===== config.mk =====
export PLATFORM = sky130hd
export DESIGN_NAME = irq_controller
export DESIGN_NICKNAME = d
export VERILOG_FILES = /design/src/rtl/irq_pkg.sv /design/src/rtl/irq_sync_edge.sv /design/src/rtl/irq_controller.sv
export SDC_FILE = /design/constraint.sdc
export NUM_CORES = 1
export LEC_CHECK = 0
export CORE_MARGIN = 5
export CORE_UTILIZATION = 50
export CTS_CLUSTER_DIAMETER = 150
export DETAILED_ROUTE_END_ITERATION = 6
export MAX_ROUTING_LAYER = met4
export PLACE_DENSITY = 0.8
export SYNTH_ARGS = -nofsm -noshare
export SYNTH_HDL_FRONTEND = slang
export SYNTH_SLANG_ARGS = --single-unit

===== constraint.sdc =====
create_clock -name clk -period 2.3 [get_ports clk]
set_input_delay 0.46 -clock clk [delete_from_list [all_inputs] [get_ports clk]]
set_output_delay 0.46 -clock clk [all_outputs]
set_load 0.02 [all_outputs]

===== src/rtl/irq_pkg.sv =====
// Shared types, defaults and arbitration helper for the interrupt controller.
package irq_pkg;

   localparam int unsigned NumIrqDef = 4;
   localparam int unsigned IdWDef    = 2;
   localparam int unsigned MaxIrq    = 16;

   typedef enum logic [1:0] {
      IDLE,
      FIRE,
      SERVICE
   } irqStateT;

   // Index of the lowest set bit; returns 0 when no bit is set.
   function automatic logic [3:0] lowestSet(input logic [MaxIrq-1:0] vec);
      logic [3:0] idx;
      idx = '0;
      for (int i = MaxIrq - 1; i >= 0; i--) begin
         if (vec[i]) begin
            idx = 4'(i);
         end
      end
      return idx;
   endfunction

endpackage


===== src/rtl/irq_sync_edge.sv =====
// Two-flop synchroniser per request line followed by a rising-edge detector.
module irq_sync_edge
   import irq_pkg::*;
#(
   parameter int unsigned Width = NumIrqDef
) (
   input  logic             clk,
   input  logic             rstN,
   input  logic [Width-1:0] rawIn,
   output logic [Width-1:0] rise
);

   logic [Width-1:0] meta1Q;
   logic [Width-1:0] syncQ;
   logic [Width-1:0] prevQ;

   always_ff @(posedge clk or negedge rstN) begin
      if (!rstN) begin
         meta1Q <= '0;
         syncQ  <= '0;
         prevQ  <= '0;
      end else begin
         meta1Q <= rawIn;
         syncQ  <= meta1Q;
         prevQ  <= syncQ;
      end
   end

   assign rise = syncQ & ~prevQ;

endmodule


===== src/rtl/irq_controller.sv =====
// Interrupt controller: synchronised edge capture, mask, fixed priority, single-ISR FSM.
// Optional in-service watchdog enabled by defining IRQ_TIMEOUT_EN.
module irq_controller
   import irq_pkg::*;
#(
   parameter int unsigned NUM_IRQ = NumIrqDef,
   parameter int unsigned ID_W    = IdWDef,
   parameter int unsigned TIMEOUT = 1024
) (
   input  logic               clk,
   input  logic               reset,
   input  logic [NUM_IRQ-1:0] irq_in,
   input  logic               mask_we,
   input  logic [NUM_IRQ-1:0] mask_wdata,
   input  logic               rti_done,
   output logic               interrupt,
   output logic [ID_W-1:0]    irq_id,
   output logic               in_service,
   output logic [NUM_IRQ-1:0] pending,
   output logic               timeout_err
);

   if (NUM_IRQ < 1 || NUM_IRQ > MaxIrq || (2 ** ID_W) < NUM_IRQ || TIMEOUT < 1) begin : gBadParams
      $error("irq_controller: illegal parameter combination");
   end

   // Asynchronous assert, synchronised release.
   logic [1:0] rstSyncQ;
   logic       rstN;

   always_ff @(posedge clk or negedge reset) begin
      if (!reset) begin
         rstSyncQ <= '0;
      end else begin
         rstSyncQ <= {rstSyncQ[0], 1'b1};
      end
   end

   assign rstN = rstSyncQ[1];

   logic [NUM_IRQ-1:0] rise;

   irq_sync_edge #(
      .Width (NUM_IRQ)
   ) uSyncEdge (
      .clk   (clk),
      .rstN  (rstN),
      .rawIn (irq_in),
      .rise  (rise)
   );

   irqStateT           stateQ, stateD;
   logic [ID_W-1:0]    idQ, idD;
   logic [NUM_IRQ-1:0] pendingQ, pendingD;
   logic [NUM_IRQ-1:0] maskQ;
   logic [NUM_IRQ-1:0] eligible;
   logic [NUM_IRQ-1:0] grant;
   logic [3:0]         winnerFull;
   logic [ID_W-1:0]    winner;

   assign eligible   = pendingQ & maskQ;
   assign winnerFull = lowestSet(MaxIrq'(eligible));
   assign winner     = ID_W'(winnerFull);

`ifdef IRQ_TIMEOUT_EN
   localparam int unsigned CntW = $clog2(TIMEOUT + 1);

   logic [CntW-1:0] cntQ, cntD, cntInc;
   logic            errQ, errD;

   assign cntInc = cntQ + CntW'(1);
`endif

   always_comb begin
      stateD = stateQ;
      idD    = idQ;
      grant  = '0;
`ifdef IRQ_TIMEOUT_EN
      cntD   = cntQ;
      errD   = errQ;
`endif
      unique case (stateQ)
         IDLE: begin
            if (|eligible) begin
               idD    = winner;
               grant  = NUM_IRQ'(1) << winner;
               stateD = FIRE;
            end
         end
         FIRE: begin
            stateD = SERVICE;
`ifdef IRQ_TIMEOUT_EN
            cntD   = '0;
`endif
         end
         SERVICE: begin
            if (rti_done) begin
               stateD = IDLE;
            end
`ifdef IRQ_TIMEOUT_EN
            else if (cntInc == CntW'(TIMEOUT)) begin
               stateD = IDLE;
               errD   = 1'b1;
            end else begin
               cntD = cntInc;
            end
`endif
         end
         default: stateD = IDLE;
      endcase
   end

   // A fresh edge wins over a same-cycle grant of the same bit.
   assign pendingD = (pendingQ & ~grant) | rise;

   always_ff @(posedge clk or negedge rstN) begin
      if (!rstN) begin
         stateQ   <= IDLE;
         idQ      <= '0;
         pendingQ <= '0;
         maskQ    <= '1;
      end else begin
         stateQ   <= stateD;
         idQ      <= idD;
         pendingQ <= pendingD;
         if (mask_we) begin
            maskQ <= mask_wdata;
         end
      end
   end

`ifdef IRQ_TIMEOUT_EN
   always_ff @(posedge clk or negedge rstN) begin
      if (!rstN) begin
         cntQ <= '0;
         errQ <= 1'b0;
      end else begin
         cntQ <= cntD;
         errQ <= errD;
      end
   end

   assign timeout_err = errQ;
`else
   assign timeout_err = 1'b0;
`endif

   assign interrupt  = (stateQ == FIRE);
   assign in_service = (stateQ != IDLE);
   assign irq_id     = idQ;
   assign pending    = pendingQ;

endmodule


==> key figures, run 1 <==
Pwr
  • Maximum VDD drop: ~0.65 mV
  • Clock share of power: 0.170
  • Power density cells: 1130 mW/mm^2
  • Int Pwr: around 870 uW
  • Seq pwr share: 0.493
  • Psw: about 420 uW
  • Gate power share: 0.337
  • Pleak: ~0.51 nW
  • Sw frac: 0.326

Clocking
  • CTS Root Cell: clkbuf_4
  • Num CTS Buffers: 3
  • CTS Hold Bufs: 0
  • CTS resizes: 0
  • Clk pin slew, worst setup/hold paths: about 120 ps
  • Clock sinks: 26
  • H-tree levels: 1
  • Clock Latency Late Sink: 310 ps
  • Setup Fix Bufs, Post-CTS: 0
  • CTS Buffer Depth: 2
  • CTS tree: built

Critical path
  • Critical Path AT: about 1600 ps
  • Worst R2R Start: pending[0]
  • Crit-path cells: nor2_4, inv_1, clkdlybuf4s50_1
  • Worst reg2reg endpoint: pending[3]
  • Critical Path Sink Type: output port
  • R2R setup slack: between 1000 and 1500 ps
  • Reg2Reg Depth: 3
  • Critical Path Start: stateQ[1]
  • Startpoint Class: flip-flop
  • CP max stage cell: clkdlybuf4s50_1
  • Slowest stage delay, CP: between 500 and 600 ps
  • CP endpoint: in_service
  • CP Max Fanout: 7
  • Critical path class: flip-flop to output port
  • CP Data Required Time: between 1500 and 2000 ps

Timing
  • RSZ-0062 raised after global routing: no
  • Slew Limit Fails: 0
  • Fmax: around 490 MHz
  • Final Cycle Share: 0.891
  • Tmin final: ~2000 ps
  • Maximum clock skew at final layout: just under 8 ps
  • Fin. Hold Viols: 0
  • Fin Hold WS: just under 300 ps
  • Relative slew margins: 0.415
  • # setup viols final: 0
  • Total Neg Setup Slack: 0 ps
  • Slew at the pin with the worst max-slew slack: 878 ps

Layout
  • FF+latch area: about 660 sq um
  • Combined area of the multi-input logic cells: roughly 210 sq um
  • Inserted Diodes: 0
  • Layout cells sized above 1: 0.190
  • Post-layout util: 0.671
  • Number of fill cells: approximately 130
  • Synthesis-to-finish area growth: 27.9%
  • Post-route design area: about 0.0011 sq mm
  • Fin cells: between 100 and 150
  • Nets: slightly below 100

Floorplan
  • Core area: 0.00171 sq mm
  • Die Area: between 0.002 and 0.003 sq mm
  • Die width: around 52 um
  • Io pins: 21
  • Die height: 52.3 um
  • Initial Utilization: 0.525
  • Cell Rows: 15

Yosys
  • Syn_nets: 74
  • Mapped Cells: 62
  • Post-synthesis sequential area ratio: 0.732
  • Syn_area_per_cell: 14.4 sq um
  • Synthesized flop and latch total: 26
  • Synth unique cells: 21
  • Cell area after synthesis: between 800 and 900 sq um
  • Synth warn: 0

Detailed routing
  • Detailed Routing Iterations Pass 1: 4
  • Total Wirelength: between 1 and 1.5 mm
  • Iter 0 DRT Violations: 3
  • ANT nets after route: 0
  • Via/cell ratio: about 5
  • Vias: 534
  • DRC viols: 0
  • WL/cell: 13.0 um

Placement
  • Final GP Congestion: 0.836
  • Placed cell area: roughly 0.0011 sq mm
  • DPL Wire Length: approximately 1.1 mm
  • Port-buffer cells: 19
  • Placed cells: between 100 and 150

Global routing
  • Pin count of the biggest net entering global routing: 25
  • First-pass GRT wire length: 2.61 mm
  • Vias in the first global route: 594
  • Gr ovfl total: 0
  • GRT Util Overall: 0.132
  • Initial antenna violation count: 0

Min path
  • Worst Hold Class: primary input to async pin

Run status
  • Status: complete, no violations

Run
  • Max cap viols: 0
[registers in the layout (all words and copies together) (netlist names)]
signal            cells
irq_id                2
stateQ                2
uSyncEdge.prevQ       4
rstSyncQ              2
maskQ                 4
uSyncEdge.syncQ       4
uSyncEdge.meta1Q      4
pending               4
[final cells by class]
type / count / share of cell area
multi-input cells: 30 / 0.187
clock buffers: 4 / 0.0317
repair buffers: 19 / 0.166
inverters: 5 / 0.0164
well taps: 25 / 0.0273
flip-flops and latches: 26 / 0.572
[per-stage QoR]
step	setup slack [ps]	total power, mW
2_1_floorplan	1070	0.882
3_3_place_gp	628	1.07
3_5_place_dp	589	1.09
4_1_cts	229	1.31
5_1_grt	108	1.39
6_report	252	1.30
[cells by family (layout without fill, tap and decap cells)]
logic type             Yosys count  in the layout  share of synthesized area
buffers and inverters            6             28                     0.0293
muxes                            4              4                     0.0503
DFF                             26             26                      0.732
and+or+nand+nor                 11             11                     0.0657
other                            2              2                    0.00838
AOI/OAI and AO/OA               13             13                      0.115
[synth_stat cells, drive strengths merged]
master | instances | area share
o21ai | 1 | 0.0056
a22o | 5 | 0.050
nand2 | 3 | 0.013
dfrtp | 22 | 0.61
o22a | 1 | 0.011
nand3 | 2 | 0.011
nor2 | 3 | 0.021
nor2b | 1 | 0.0070
nand4 | 1 | 0.0070
a22oi | 2 | 0.022
a21oi | 3 | 0.017
buf | 1 | 0.0084
mux2 | 4 | 0.050
conb | 2 | 0.0084
dfstp | 4 | 0.12
and2 | 1 | 0.0070
a21o | 1 | 0.0084
inv | 5 | 0.021
[critical path: cells and delay by family, from the launching register on]
family / cells / cell delay [ps]
buffers and inverters: 2 / 640
DFF: 1 / 440
and+or+nand+nor: 1 / 190
[power groups by stage]
stage / clock network, mW / logic (mW) / registers (mW)
3_5_place_dp: 0 / 0.443 / 0.652
2_1_floorplan: 0 / 0.191 / 0.691
6_report: 0.220 / 0.437 / 0.639
4_1_cts: 0.221 / 0.445 / 0.642
5_1_grt: 0.253 / 0.479 / 0.654
3_3_place_gp: 0 / 0.429 / 0.644
[layout by cell type (no fill, tap or decap), drive strengths merged, types with 2 or more instances in the layout]
cell           count
nand3              2
nand2              3
inv                5
conb               2
a21oi              3
dfrtp             22
a22oi              2
clkbuf             4
dfstp              4
mux2               4
clkdlybuf4s50     19
nor2               3
a22o               5
[worst min-delay path by stage]
stage / endpoint / slack, ps / cells past startpoint
6_report: rstSyncQ[0] / 300 / 1
4_1_cts: rstSyncQ[0] / 290 / 1
3_5_place_dp: uSyncEdge.syncQ[0] / 340 / 0
3_3_place_gp: uSyncEdge.syncQ[2] / 330 / 0
2_1_floorplan: rstSyncQ[0] / 160 / 0
5_1_grt: rstSyncQ[1] / 270 / 1
[layer usage]
metal	part of all wire	wire length (um)	vias to the layer above	track usage
li1	-	-	255	-
met1	0.44	618	262	0.162
met2	0.49	697	15	0.211
met3	0.059	84	2	0.0313
met4	0.0071	10	0	0.0511
met5	0	0	-	-
Power figures use the tool's default switching activity.
==> run 2, diff against run 1 <==
Settings changed: CAP_MARGIN set to 20, RECOVER_POWER set to 25.
==> run 2 against run 1 <==
Against the previous run: largest cell class unchanged; critical endpoint unchanged; sequential share of layout area unchanged; wire length hardly changed; register-to-register slack about the same; largest power group unchanged; highest routed layer unchanged; worst setup slack unchanged.
==> key figures, run 2 (synthesis gave the netlist of run 1 again) <==
Timing
  • Fin. Hold Viols: 0 (unchanged)
  • Tmin final: 2050 ps (unchanged)
  • Crit path setup slack, layout: 252 ps (unchanged)
  • # setup viols final: 0 (unchanged)
  • Total Neg Setup Slack: 0 ps (unchanged)
  • Fin Hold WS: 364 ps (+68.9 ps)
  • Maximum clock skew at final layout: 7.91 ps (unchanged)
  • Slew Limit Fails: 0 (unchanged)
  • Final Cycle Share: 0.891 (unchanged)
  • RSZ-0062 raised after global routing: no
  • Slew at the pin with the worst max-slew slack: 878 ps (unchanged)
  • Relative slew margins: 0.415 (unchanged)
  • Fmax: 488 MHz (unchanged)

Layout
  • Inserted Diodes: 0 (unchanged)
  • Most used cells in the layout excluding fill and tap cells: dfrtp_1, clkdlybuf4s50_1, inv_1
  • Fin cells: 109 (unchanged)
  • Combined area of the multi-input logic cells: 214 sq um (unchanged)
  • Commonest non-fill, non-tap cell in the layout: dfrtp_1
  • Nets: 97 (unchanged)
  • Number of fill cells: 131 (unchanged)
  • FF+latch area: 656 sq um (unchanged)
  • Synthesis-to-finish area growth: 27.9% (unchanged)
  • Layout cells sized above 1: 0.190 (unchanged)

Floorplan
  • Io pins: 21 (unchanged)
  • Cell Rows: 15 (unchanged)
  • Die height: 52.3 um (unchanged)
  • Core area: 0.00171 sq mm (unchanged)
  • Die Area: 0.00274 sq mm (unchanged)
  • Die width: 52.3 um (unchanged)
  • Initial Utilization: 0.525 (unchanged)

Critical path
  • Crit-path cells: nor2_4, inv_1, clkdlybuf4s50_1
  • Slowest stage delay, CP: 540 ps (about the same)
  • CP max stage cell: clkdlybuf4s50_1
  • Levels on crit path: 3 (unchanged)
  • Largest delay share family, worst path: buffers and inverters
  • Worst reg2reg endpoint: pending[3]
  • R2R setup slack: 1160 ps (about the same)
  • Critical Path AT: 1590 ps (about the same)
  • Critical path class: flip-flop to output port
  • CP Max Fanout: 7 (unchanged)
  • Worst Path Buf+Inv: 2 (unchanged)
  • Worst R2R Start: pending[0]
  • Critical Path Sink Type: output port
  • CP Data Required Time: 1840 ps (about the same)
  • Reg2Reg Depth: 3 (unchanged)
  • Startpoint Class: flip-flop

Detailed routing
  • Iter 0 DRT Violations: 3 (unchanged)
  • Total Wirelength: 1.41 mm (about the same)
  • WL/cell: 12.9 um (about the same)
  • Vias: 534 (unchanged)
  • Detailed Routing Iterations Pass 1: 4 (unchanged)
  • DRC viols: 0 (unchanged)
  • Via/cell ratio: 4.90 (unchanged)
  • ANT nets after route: 0 (unchanged)

Global routing
  • Initial antenna violation count: 0 (unchanged)
  • Grt met2 use: 0.211 (unchanged)
  • Met3 GRT Util: 0.0313 (unchanged)
  • Routing usage on met1: 0.162 (unchanged)
  • Vias in the first global route: 594 (unchanged)
  • Top Usage Layer GRT: met2
  • Pin count of the biggest net entering global routing: 25 (unchanged)
  • First-pass GRT wire length: 2.61 mm (unchanged)
  • Gr ovfl total: 0 (unchanged)
  • GRT Util Overall: 0.132 (unchanged)

Clocking
  • Num CTS Buffers: 3 (unchanged)
  • CTS Buffer Depth: 2 (unchanged)
  • Setup Fix Bufs, Post-CTS: 0 (unchanged)
  • Clock sinks: 26 (unchanged)
  • CTS Hold Bufs: 0 (unchanged)
  • Clk pin slew, worst setup/hold paths: 120 ps (about the same)
  • CTS resizes: 0 (unchanged)
  • Clock Latency Late Sink: 310 ps (about the same)
  • CTS tree: built
  • H-tree levels: 1 (unchanged)
  • CTS Root Cell: clkbuf_4

Placement
  • Final GP Congestion: 0.836 (unchanged)
  • Dpl ws: 589 ps (unchanged)
  • Placed cells: 105 (unchanged)
  • Port-buffer cells: 19 (unchanged)
  • DPL Wire Length: 1.10 mm (unchanged)

Run status
  • Status: complete, no violations

Run
  • Max cap viols: 0 (unchanged)

Min path
  • Worst Hold Class: primary input to async pin

Pwr
  • Maximum VDD drop: 0.645 mV (-0.25%)
  • Power density cells: 1130 mW/mm^2 (-0.11%)
  • Pleak: 0.513 nW (+0.21%)
  • Total power: 1.29 mW (-0.11%)
-- run 2: power by group --
| group | internal, mW | switching, mW | total (mW) |
|---|---|---|---|
| Sequential | 0.548 | 0.0904 | 0.639 |
| Clock | 0.0966 | 0.123 | 0.220 |
| Combinational | 0.226 | 0.209 | 0.435 |
-- run 2: per-stage QoR --
step	util	area, sq um
after floorplan	-	896
after global placement	0.650	1110
after detailed placement	0.650	1110
after CTS	0.671	1150
after global routing	0.671	1150
final	0.671	1150
-- run 2: area by class of cell --
class,instances,share of cell area
Sequential cell,26,0.572
Tap cell,25,0.0273
Clock buffer,4,0.0317
Timing Repair Buffer,19,0.166
Multi-Input combinational cell,30,0.187
Inverter,5,0.0164
-- run 2: worst max path at each step --
stage / slack [ps] / end / from
2_1_floorplan: 1070 / interrupt / stateQ[0]
4_1_cts: 230 / in_service / stateQ[1]
6_report: 250 / in_service / stateQ[1]
3_3_place_gp: 630 / in_service / stateQ[1]
5_1_grt: 110 / in_service / stateQ[1]
3_5_place_dp: 590 / in_service / stateQ[1]
-- run 2: metal layers --
layer  wire [um]  share of wire
met4          10         0.0071
met3          84          0.060
met5           0              0
met2         697           0.49
met1         618           0.44
